### src/rtl/alu_arbiter.sv
// alu_arbiter: two-port round-robin arbiter sharing one external 8-bit ALU.
//
// Ports:
//   clk, rst_n                     clock, asynchronous active-low reset
//   reqN_valid/ready               per-port operation handshake (ready = grant, combinational)
//   reqN_a, reqN_b, reqN_op        per-port operands and 3-bit opcode
//   rspN_valid/ready               per-port one-entry response handshake
//   rspN_data, rspN_zero, rspN_carry  registered result and flags for port N
//   alu_a, alu_b, alu_op           operands/opcode driven to the ALU (combinational mux)
//   alu_out, alu_zero, alu_carry   combinational ALU result and flags
//   op_count                       16-bit wrapping count of completed grants
module alu_arbiter (
    input  logic       clk,
    input  logic       rst_n,
    input  logic       req0_valid,
    output logic       req0_ready,
    input  logic [7:0] req0_a,
    input  logic [7:0] req0_b,
    input  logic [2:0] req0_op,
    input  logic       req1_valid,
    output logic       req1_ready,
    input  logic [7:0] req1_a,
    input  logic [7:0] req1_b,
    input  logic [2:0] req1_op,
    output logic       rsp0_valid,
    input  logic       rsp0_ready,
    output logic [7:0] rsp0_data,
    output logic       rsp0_zero,
    output logic       rsp0_carry,
    output logic       rsp1_valid,
    input  logic       rsp1_ready,
    output logic [7:0] rsp1_data,
    output logic       rsp1_zero,
    output logic       rsp1_carry,
    output logic [7:0] alu_a,
    output logic [7:0] alu_b,
    output logic [2:0] alu_op,
    input  logic [7:0] alu_out,
    input  logic       alu_zero,
    input  logic       alu_carry,
    output logic [15:0] op_count
);

    localparam int unsigned DATA_W = 8;

    logic last_grant;
    logic elig0, elig1;
    logic gnt0, gnt1;
    logic carry_valid;
    logic res_zero;

    // Zero flag is recomputed from the result; the ALU's own flag is not used.
    logic unused_alu_zero;
    assign unused_alu_zero = alu_zero;

    // A slot is free when empty or being drained this cycle; reset blocks all grants.
    always_comb begin
        elig0 = rst_n && req0_valid && (!rsp0_valid || rsp0_ready);
        elig1 = rst_n && req1_valid && (!rsp1_valid || rsp1_ready);
        gnt0  = elig0 && (!elig1 || last_grant);
        gnt1  = elig1 && !gnt0;
    end

    assign req0_ready = gnt0;
    assign req1_ready = gnt1;

    // ALU operand mux: port 0 by default when idle.
    always_comb begin
        alu_a  = req0_a;
        alu_b  = req0_b;
        alu_op = req0_op;
        if (gnt1) begin
            alu_a  = req1_a;
            alu_b  = req1_b;
            alu_op = req1_op;
        end
    end

    // Carry is only meaningful for add/sub.
    assign carry_valid = (alu_op[2:1] == 2'b00);
    assign res_zero    = (alu_out == DATA_W'(0));

    // Response slots, round-robin pointer and grant counter.
    always_ff @(posedge clk or negedge rst_n) begin
        if (!rst_n) begin
            rsp0_valid <= 1'b0;
            rsp0_data  <= '0;
            rsp0_zero  <= 1'b0;
            rsp0_carry <= 1'b0;
            rsp1_valid <= 1'b0;
            rsp1_data  <= '0;
            rsp1_zero  <= 1'b0;
            rsp1_carry <= 1'b0;
            last_grant <= 1'b1;
            op_count   <= '0;
        end else begin
            if (gnt0) begin
                rsp0_valid <= 1'b1;
                rsp0_data  <= alu_out;
                rsp0_zero  <= res_zero;
                rsp0_carry <= carry_valid && alu_carry;
            end else if (rsp0_valid && rsp0_ready) begin
                rsp0_valid <= 1'b0;
            end

            if (gnt1) begin
                rsp1_valid <= 1'b1;
                rsp1_data  <= alu_out;
                rsp1_zero  <= res_zero;
                rsp1_carry <= carry_valid && alu_carry;
            end else if (rsp1_valid && rsp1_ready) begin
                rsp1_valid <= 1'b0;
            end

            if (gnt0 || gnt1) begin
                last_grant <= gnt1;
                op_count   <= op_count + 16'd1;
            end
        end
    end

endmodule

### config.mk
export PLATFORM = sky130hd
export DESIGN_NAME = alu_arbiter
export DESIGN_NICKNAME = d
export VERILOG_FILES = /design/src/rtl/alu_arbiter.sv
export SDC_FILE = /design/constraint.sdc
export NUM_CORES = 1
export LEC_CHECK = 0
export CAP_MARGIN = 20
export CORE_ASPECT_RATIO = 1.25
export CORE_MARGIN = 4
export CORE_UTILIZATION = 38
export CTS_CLUSTER_SIZE = 25
export DETAILED_ROUTE_END_ITERATION = 16
export PLACE_DENSITY_LB_ADDON = 0.25
export SLEW_MARGIN = 20
export SYNTH_ARGS = -nofsm -noshare
export SYNTH_HDL_FRONTEND = slang
export SYNTH_SLANG_ARGS = --single-unit
### constraint.sdc
create_clock -name clk -period 2.5 [get_ports clk]
set_clock_uncertainty 0.15 [all_clocks]
set_input_delay 0.375 -clock clk [delete_from_list [all_inputs] [get_ports clk]]
set_output_delay 0.375 -clock clk [all_outputs]
set_load 0.01 [all_outputs]
======== After elaboration in Yosys (flattened, before gate mapping) ========
Index checks and enable logic that the tools add are counted.
storage, ports and cells
  flip-flop bits (word level) ............. 39
  output and inout bits ................... 59
  logic and storage cells ................. 39
cells by class
  add/sub/neg operators ................... 1
  multiplexer cells ....................... 7
  reduce and logical (&&, ||, !) cells .... 21
operators by type and width
  cell                     number
  $add A16 B1 Y16 const B  1
  $mux W8                  2
  $logic_and A1 B1 Y1      9
  $logic_not A8 Y1         1
  $logic_not A1 Y1         4
  $logic_or A1 B1 Y1       4
  $mux W1                  4
  $reduce_bool A2 Y1       2
  $mux W3                  1
  $logic_not A2 Y1         1

======== Longest topological paths before layout ========
  depth in word-level cells ............... 11
  gate-level depth with buffers ........... 5
  mapped depth without buffers ............ 4

======== Worst setup path after synthesis ========
No wires, ideal clock.
  path type ............................... register to output
  from .................................... register rsp1_valid
  to ...................................... output port alu_a[3]
  arrival time ............................ 1,550 ps
  data required time ...................... 1,975 ps
  slack ................................... 425 ps
  stages on the path, launching flop included .. 6
  buffers on the path ..................... 1
  cells stage by stage .................... dfrtp_1 nor2b_4 or2_4 a31oi_4 buf_6 mux2_1
on the way
  cells in the longest elaborated chain, start to end .. 9
RTL lines
  item                      RTL line  RTL
  start: declaration        30        output logic rsp1_valid,
  start signal: assignment  90        rsp1_valid <= 1'b0;
  start signal: assignment  107       rsp1_valid <= 1'b1;
  start signal: assignment  112       rsp1_valid <= 1'b0;
  $logic_not A1 Y1 *        59        elig1 = rst_n && req1_valid && (!rsp1_valid || rsp1_ready);
  $logic_or A1 B1 Y1 *      59
  $logic_and A1 B1 Y1 *     59
  $logic_not A1 Y1          60        gnt0 = elig0 && (!elig1 || last_grant);
  $logic_or A1 B1 Y1        60
  $logic_and A1 B1 Y1       60
  $logic_not A1 Y1          61        gnt1 = elig1 && !gnt0;
  $logic_and A1 B1 Y1 *     61
  named net req1_ready      21        output logic req1_ready,
  $mux W8 *                 72        if (gnt1) begin
  end: declaration          35        output logic [7:0] alu_a,
The timed path passes the listed nets; every way through them passes the cells marked *.

======== Worst setup path in the final report ========
  from .................................... register rsp1_valid
  to ...................................... output port alu_a[1]
on the way
  cells in the longest elaborated chain, start to end .. 9
RTL lines
  item                   RTL line
  $logic_not A1 Y1 *     59
  $logic_or A1 B1 Y1 *   59
  $logic_and A1 B1 Y1 *  59
  $logic_not A1 Y1       60
  $logic_or A1 B1 Y1     60
  $logic_and A1 B1 Y1    60
  $logic_not A1 Y1       61
  $logic_and A1 B1 Y1 *  61
  $mux W8 *              72
Every way passes the cells marked *; elsewhere a longest branch is shown, timed or not.

==> reports/results.ini <==
[outcome]
status = completed

[routing]
drt_iter0_drc = 61
route.detailed.drc = 0
drt-pass1-iter-count = 3
drt_wl_total_um = 5600
vias = 1663
antenna_left = 0
routed_via_density = 4.79
drt-wirelength-per-cell_um = 16.1

[die]
fp.dieH_um = 88.7
row_count = 29
core-area_um2 = 5080
dieArea_um2 = 6430
start_util_pct = 39.0
die_w_um = 72.6
ios = 113

[logic_synthesis]
avgSynthCellArea_um2 = 13.5
synth_seq_cells = 39
synth_top_area_share_pct = 48.0
netlist_area_um2 = 1980
netlist_top_cells_area = dfrtp_1 48%, mux2_2 18%, xor2_1 5.8%
syn-num-nets = 202
ys_types = 34
synth_edf_count = 0
synth_most_common_cell = dfrtp_1
ys.flop_type = dfrtp_1
syn_inst = 147
ys_warn_count = 0
async_reset_ff_share_pct = 100
seq_area_frac_synth_pct = 49.4
synth_common_cells = 38 x dfrtp_1, 31 x mux2_2, 13 x xor2_1
post-synth-top-area-cell = dfrtp_1

[final_layout]
finalNonFillerCells = 347
antennaDiodeCount = 0
layout-drive-gt1-share_pct = 34.0
area_delta_synth_final_pct = 74.8
nNetsFinal = 339

[critical_path]
cp-end-kind = output port
critPathMaxFanout = 8
arrival_ps = 1920
critical_path_required_ps = 1980
path_class = reg2out
cp-start-kind = flop

[grt]
grtUsageTotal_pct = 17.4
grt_max_degree = 38
grt_overflow = 0
antenna_found_initial = 0
grt_pass1_wl_um = 8640
grt_pass1_vias = 1698

[sta]
max_clock_freq_mhz = 409
relSlewSlack_pct = 68.8
setup_tns_ps = 0
grt_setup_unrepaired = yes
finalMaxSlewViolations = 0
period_minus_slack_ps = 2450
hold_viol_final = 0
setup_viol = 0
hold_slack_ps = 77.9
timing.final.crit_share_pct = 97.8
tightest_slew_ps = 467

[run]
cap_viol_max_count = 0

[clocking]
worst_skew_pair.late_latency_ps = 290
numCtsBuffers = 5
clockBufferDepth = 2
root_buffer = clkbuf_8
cts_max_level = 2
cts_sinks = 39
path_clk_slew_ps = 70
cts_tree = yes

[power_and_ir_drop]
p_total_mw = 2.22
max-vdd-ir-drop_uv = 675
p_per_area_nw_per_um2 = 640
leakagePower_nw = 1.51

[min_path]
hold_class = in2async

[placed_design]
portBuffers = 111
dp.cells = 327
hpwl_um = 4300
globalplace.congestion = 0.735

[state kept, by name (all words and copies together), names as in the netlist]
signal      cells
rsp0_valid      1
op_count       16
rsp1_carry      1
rsp0_carry      1
rsp0_zero       1
rsp1_zero       1
last_grant      1
rsp1_data       8
rsp1_valid      1
rsp0_data       8
[cell usage in the layout, fill, tap and decap left out, types with 6 or more instances in the layout]
cell	netlist	routed
buf_4	0	15
buf_6	4	21
clkbuf_2	0	6
clkbuf_8	0	7
clkdlybuf4s50_1	0	88
dfrtp_1	38	38
mux2_1	6	6
mux2_2	31	18
mux2_4	0	13
nand2_1	10	10
xor2_1	13	13
[final cells by class]
cell class / count / area, um^2
Clock inverter: 1 / 7.51
Fill cell: 390 / 1620
Sequential cell: 39 / 977
Inverter: 2 / 7.51
Clock buffer: 7 / 96.3
Timing Repair Buffer: 135 / 1300
Tap cell: 62 / 77.6
Multi-Input combinational cell: 101 / 993
[kinds of logic (layout without fill, tap and decap cells)]
group / after synthesis / in the layout / synth area share, %
buf+inv: 7 / 145 / 2.91
compound gates: 6 / 6 / 4.49
xor+xnor: 15 / 15 / 6.64
flops: 39 / 39 / 49.4
fa+ha+maj: 1 / 1 / 0.632
simple gates: 41 / 41 / 14.4
mux: 38 / 38 / 21.6
[power breakdown]
| group | total [mW] | internal [mW] | switching [mW] | leakage, nW |
|---|---|---|---|---|
| Sequential | 0.901 | 0.772 | 0.129 | 0.478 |
| Clock | 0.475 | 0.251 | 0.224 | 0.0505 |
| Combinational | 0.840 | 0.528 | 0.312 | 0.984 |
| Total | 2.22 | 1.55 | 0.665 | 1.51 |
[worst max-delay path, stage by stage, from the launching register on]
cell and delay (ps):
dfrtp_1 390, nor2b_4 130, or2_4 240, a31oi_4 200, buf_6 170, buf_6 100
mux2_4 290, buf_6 120
[through the flow]
stage | worst slack, ps | util (%) | area (um^2)
final | 54.4 | 68.1 | 3460
after global routing | -10.3 | 68.1 | 3460
after CTS | -3.90 | 65.8 | 3340
after detailed placement | -399 | 63.1 | 3200
after global placement | -390 | 63.1 | 3200
after floorplan | 425 | - | 1980
[repair_timing]
action / in CTS / in global routing
resized for setup: 75 / 33
hold buffers: 1 / 0
setup buffers: 8 / 3
pin swaps: 1 / 0
hold endpoints to repair: 1 / 0
setup endpoints to repair: 20 / 17
[per-layer routing]
metal	GRT usage [%]	vias to the layer above	part of all wire, %
li1	-	797	-
met1	21.6	804	42
met2	29.2	60	50
met3	5.45	2	7.1
met4	4.53	0	0.39
met5	0	-	0
[path summary, 6_finish.rpt]
| check | startpoint | to | slack, ps | depth (start not counted) |
|---|---|---|---|---|
| hold / removal | rst_n | rsp0_data[3] | 80 | 2 |
| max in group asynchronous | rst_n | last_grant | 1550 | 3 |
| setup reg to reg | rsp1_valid | rsp1_data[0] | 420 | 8 |
| setup / recovery | rsp1_valid | alu_a[1] | 50 | 7 |
| hold reg to reg | op_count[15] | op_count[15] | 320 | 1 |
| min in group clk | op_count[15] | op_count[15] | 320 | 1 |
(Power assumes the default switching activity.)
